$ cat src/rtl/pipe_stage_reg.sv
// Pipeline-stage register with valid/ready handshake, optional skid entry and
// synchronous flush. Carries an arbitrary-width stage bundle between CPU stages.
module pipe_stage_reg #(
    parameter int               WIDTH       = 32,
    parameter logic [WIDTH-1:0] RESET_VALUE = {WIDTH{1'b0}},
    parameter bit               SKID        = 1'b1
) (
    input  logic             clk,
    input  logic             rst,
    input  logic             flush,
    input  logic             in_valid,
    output logic             in_ready,
    input  logic [WIDTH-1:0] in_data,
    output logic             out_valid,
    input  logic             out_ready,
    output logic [WIDTH-1:0] out_data,
    output logic [1:0]       level
);

    typedef enum logic [1:0] {
        EMPTY   = 2'd0,
        FULL    = 2'd1,
        SKIDDED = 2'd2
    } state_t;

    state_t           r_state;
    state_t           w_state_nxt;
    logic [WIDTH-1:0] r_main;
    logic [WIDTH-1:0] r_skid;
    logic             w_in_ready;
    logic             w_accept;
    logic             w_take;

    assign w_accept = in_valid & w_in_ready;
    assign w_take   = (r_state != EMPTY) & out_ready;

    always_ff @(posedge clk or posedge rst) begin
        if (rst) r_state <= EMPTY;
        else     r_state <= w_state_nxt;
    end

    // Flush wins over everything; a SKIDDED state is unreachable when SKID=0
    // because in_ready follows out_ready there.
    always_comb begin
        w_state_nxt = r_state;
        if (flush) begin
            w_state_nxt = EMPTY;
        end else begin
            case (r_state)
                EMPTY:   if (w_accept) w_state_nxt = FULL;
                FULL: begin
                    if (w_take && !w_accept)              w_state_nxt = EMPTY;
                    else if (!w_take && w_accept && SKID) w_state_nxt = SKIDDED;
                end
                SKIDDED: if (w_take) w_state_nxt = FULL;
                default: w_state_nxt = EMPTY;
            endcase
        end
    end

    always_comb begin
        out_valid = (r_state != EMPTY);
        level     = r_state;
        in_ready  = w_in_ready;
        out_data  = r_main;
    end

    // Loads are suppressed during flush so out_data keeps its last value.
    always_ff @(posedge clk or posedge rst) begin
        if (rst) begin
            r_main <= RESET_VALUE;
            r_skid <= RESET_VALUE;
        end else if (!flush) begin
            case (r_state)
                EMPTY: if (w_accept) r_main <= in_data;
                FULL: begin
                    if (w_take && w_accept)       r_main <= in_data;
                    else if (!w_take && w_accept) r_skid <= in_data;
                end
                SKIDDED: if (w_take) r_main <= r_skid;
                default: ;
            endcase
        end
    end

    generate
        if (SKID) begin : g_skid
            logic r_in_ready;
            always_ff @(posedge clk or posedge rst) begin
                if (rst) r_in_ready <= 1'b1;
                else     r_in_ready <= (w_state_nxt != SKIDDED);
            end
            assign w_in_ready = r_in_ready;
        end else begin : g_noskid
            assign w_in_ready = (r_state == EMPTY) | out_ready;
        end
    endgenerate

endmodule

$ cat config.mk
export PLATFORM = sky130hd
export DESIGN_NAME = pipe_stage_reg
export DESIGN_NICKNAME = d
export VERILOG_FILES = /design/src/rtl/pipe_stage_reg.sv
export SDC_FILE = /design/constraint.sdc
export NUM_CORES = 1
export LEC_CHECK = 0
export CORE_MARGIN = 2
export CORE_UTILIZATION = 50
export CTS_CLUSTER_DIAMETER = 200
export DETAILED_ROUTE_END_ITERATION = 7
export PLACE_DENSITY = 0.81
export SKIP_CTS_REPAIR_TIMING = 1
export SLEW_MARGIN = 0
export SYNTH_ARGS = -nofsm -noshare
export SYNTH_HDL_FRONTEND = slang
export SYNTH_SLANG_ARGS = --single-unit
export TNS_END_PERCENT = 50
$ cat constraint.sdc
create_clock -name clk -period 3.97 [get_ports clk]
set_input_delay 0.794 -clock clk [delete_from_list [all_inputs] [get_ports clk]]
set_output_delay 0.794 -clock clk [all_outputs]
set_load 0.1 [all_outputs]
==> key figures <==
Route
  – Drt total wl: 5630 µm
  – Detailed-router iteration count before antenna repair: 4
  – Average detailed-routed wire length per instance: 14.9 µm
  – Total via count in the routed design: 1924
  – # DRC: 0
  – Antenna-violating nets left: 0
  – Via density per instance: 5.10
  – DR iter-0 viols: 112

Timing
  – Clock Skew: 0.00683 ns
  – Final Hold Vio Count: 0
  – Post-layout min period: 2.85 ns
  – Setup-failing EPs final: 0
  – Portion of the clock cycle consumed by the worst path in the final layout: 0.718
  – Setup repair after global routing missed its margin: no
  – Setup TNS: 0 ns
  – Slew Limit Headroom: 0.267
  – Slew at the pin closest to its max-slew limit: 1.10 ns
  – Worst hold slack across all endpoints: 0.494 ns
  – Max-slew violation count: 0
  – Peak Freq: 0.351 GHz

Die
  – Floorplan Core Area: 5850 µm²
  – I/O pin total: 73
  – FP Rows: 28
  – Initial standard-cell utilization of the core: 0.510
  – Die area: 6600 µm²
  – Die Width: 81.2 µm
  – DIE HEIGHT: 81.2 µm

Clock tree
  – Root buffer cell: sky130_fd_sc_hd__clkbuf_8
  – Level count of the clock H-tree: 3
  – Worst-Skew Late Latency: 0.33 ns
  – Clock tree buffer depth: 2
  – Clock-pin slew on the worst setup and hold paths: 0.07 ns
  – CTS buffer count: 9
  – CTS tree: done
  – Sinks on Clock Net: 67

Synth
  – Synthesized netlist net count: 262
  – Post-synthesis average cell area: 13.3 µm²
  – Post-Synthesis Cells: 225
  – Post-synthesis sequential element count: 67
  – Summed instance area of the synthesized netlist: 2980 µm²
  – Number of unique standard cell types used by synthesis: 24
  – Fraction of the yosys area taken by sequential cells: 0.563
  – Total of warnings raised by yosys: 0

Critical path
  – Arrival time at the worst endpoint: 2.05 ns
  – Worst-path fanout max: 8
  – Worst path required time: 3.18 ns
  – Crit start category: flop
  – Type of the setup path with the least slack: flop to output port
  – Worst setup EP type: output port

Power and ir drop
  – Power density over the cells: 637 nW/µm²
  – Worst IR drop on VDD: 0.317 mV
  – Leakage power of the design: 1.95 nW
  – Power consumption: 2.50 mW

Placed design
  – Count of buffers from port buffering: 72
  – Weighted congestion at the end of routability-driven global placement: 0.729
  – Half-perimeter wire length of the detailed placement result: 3670 µm

Cells and area
  – Final net count: 334
  – Layout cells sized above 1: 0.172
  – Synth-to-Final Area Change: 31.5%
  – Util after Layout: 0.670
  – Fill cell total of the finished layout: 444
  – Antenna cell count: 0

Global route
  – Maximum number of pins on one net before global-route repair: 37
  – Wire length of the first global-routing pass: 9290 µm
  – Number of antenna violations at the first check in global routing: 0
  – Vias in the first global route: 1951
  – Aggregate global-route resource usage: 0.191
  – Remaining global-route overflow: 0

Hold path
  – Kind of path behind the tightest hold check: flop to flop

Job
  – Max-capacitance violation count: 0

Status
  – Run status: complete, no violations
## cell families after synthesis
logic type | count (synthesis) | synth area share
flip-flops | 67 | 0.563
multiplexers | 64 | 0.266
AND/OR/NAND/NOR | 42 | 0.0642
buffers and inverters | 16 | 0.0419
AO/OA/AOI/OAI | 36 | 0.0654
## cell usage in the layout (no fill, tap or decap)
master                             n
sky130_fd_sc_hd__a211o_1           1
sky130_fd_sc_hd__a21o_1            1
sky130_fd_sc_hd__a21oi_1          32
sky130_fd_sc_hd__a31oi_1           1
sky130_fd_sc_hd__a31oi_4           1
sky130_fd_sc_hd__buf_4             3
sky130_fd_sc_hd__bufinv_16         1
sky130_fd_sc_hd__clkbuf_1          3
sky130_fd_sc_hd__clkbuf_8         12
sky130_fd_sc_hd__clkdlybuf4s50_1  72
sky130_fd_sc_hd__dfrtp_1          66
sky130_fd_sc_hd__dfstp_2           1
sky130_fd_sc_hd__inv_1             1
sky130_fd_sc_hd__inv_2             1
sky130_fd_sc_hd__mux2_1            2
sky130_fd_sc_hd__mux2_4           30
sky130_fd_sc_hd__mux2i_1          32
sky130_fd_sc_hd__nand2_1           1
sky130_fd_sc_hd__nand2b_2          1
sky130_fd_sc_hd__nand3_1           1
sky130_fd_sc_hd__nand3b_1          2
sky130_fd_sc_hd__nand4b_1          2
sky130_fd_sc_hd__nand4bb_1         1
sky130_fd_sc_hd__nor2_1           32
sky130_fd_sc_hd__or2_2             1
sky130_fd_sc_hd__or3_2             1
## final timing paths
check | start | end | slack, ns | depth (start not counted)
worst min register to register | r_skid[31]$_DFFE_PP0P_ | r_skid[31]$_DFFE_PP0P_ | 0.49 | 1
worst min-delay path | r_skid[31]$_DFFE_PP0P_ | r_skid[31]$_DFFE_PP0P_ | 0.49 | 1
max in group asynchronous | rst | in_ready$_DFF_PP1_ | 2.14 | 3
worst max register to register | in_ready$_DFF_PP1_ | r_skid[0]$_DFFE_PP0P_ | 1.80 | 3
min in group asynchronous | rst | r_skid[4]$_DFFE_PP0P_ | 0.89 | 2
worst max-delay path | level[1]$_DFF_PP0_ | out_valid | 1.12 | 2
## where the power goes
part	leakage (nW)	internal [mW]	total [mW]	switching [mW]
sequential	0.782	0.850	0.946	0.0955
clock	0.104	0.343	0.575	0.232
combinational	1.07	0.322	0.979	0.657
total	1.95	1.51	2.50	0.985
## sequential cells by signal, summed over array words and instances (netlist names)
name,cells
out_data,32
r_skid,32
level,2
in_ready,1
## stage by stage
stage / area, µm² / setup WS, ns / cells
CTS: 3920 / 1.10 / 377
finish: 3920 / 1.12 / 377
global route: 3920 / 1.02 / 377
floorplan: 2980 / 1.49 / 225
global placement: 3710 / 1.05 / 361
detailed placement: 3710 / 0.999 / 361
## synthesized netlist by cell type
master,count,area (µm²)
sky130_fd_sc_hd__mux2_4,30,450
sky130_fd_sc_hd__nand3b_1,2,15.0
sky130_fd_sc_hd__nand2_1,1,3.75
sky130_fd_sc_hd__dfstp_2,1,26.3
sky130_fd_sc_hd__a31oi_1,1,6.26
sky130_fd_sc_hd__a21oi_1,32,160
sky130_fd_sc_hd__inv_1,2,7.51
sky130_fd_sc_hd__buf_2,7,35.0
sky130_fd_sc_hd__a211o_1,1,8.76
sky130_fd_sc_hd__nand4bb_1,1,11.3
sky130_fd_sc_hd__mux2i_1,32,320
sky130_fd_sc_hd__or3_1,1,6.26
sky130_fd_sc_hd__nand3_1,1,5.00
sky130_fd_sc_hd__buf_6,1,11.3
sky130_fd_sc_hd__nand4b_1,2,17.5
sky130_fd_sc_hd__mux2_1,2,22.5
sky130_fd_sc_hd__a31oi_2,1,12.5
sky130_fd_sc_hd__or2_2,1,6.26
sky130_fd_sc_hd__buf_12,3,60.1
sky130_fd_sc_hd__nand2b_1,1,6.26
sky130_fd_sc_hd__clkbuf_1,3,11.3
sky130_fd_sc_hd__a21o_1,1,7.51
sky130_fd_sc_hd__dfrtp_1,66,1650
sky130_fd_sc_hd__nor2_1,32,120
## layer usage
metal	routed length, µm	GRT usage	vias up
met3	202	0.0367	6
met2	2760	0.305	46
li1	-	-	925
met5	0	0	-
met4	100	0.0966	0
met1	2570	0.250	947
## final cells by class
type	instances	area, µm²	share of cell area
clock buffer	15	176	0.0450
clock inverter	1	30.0	0.00766
inverter	2	7.51	0.00191
multi-input combinational	142	1190	0.304
sequential	67	1680	0.428
tap	75	93.8	0.0239
timing repair buffer	75	743	0.190
## worst max-delay path, cell delays in order (launching register included)
cell and delay [ns]:
sky130_fd_sc_hd__dfrtp_1 0.46, sky130_fd_sc_hd__or2_2 0.15, sky130_fd_sc_hd__clkdlybuf4s50_1 1.12
Power figures use the tool's default switching activity.
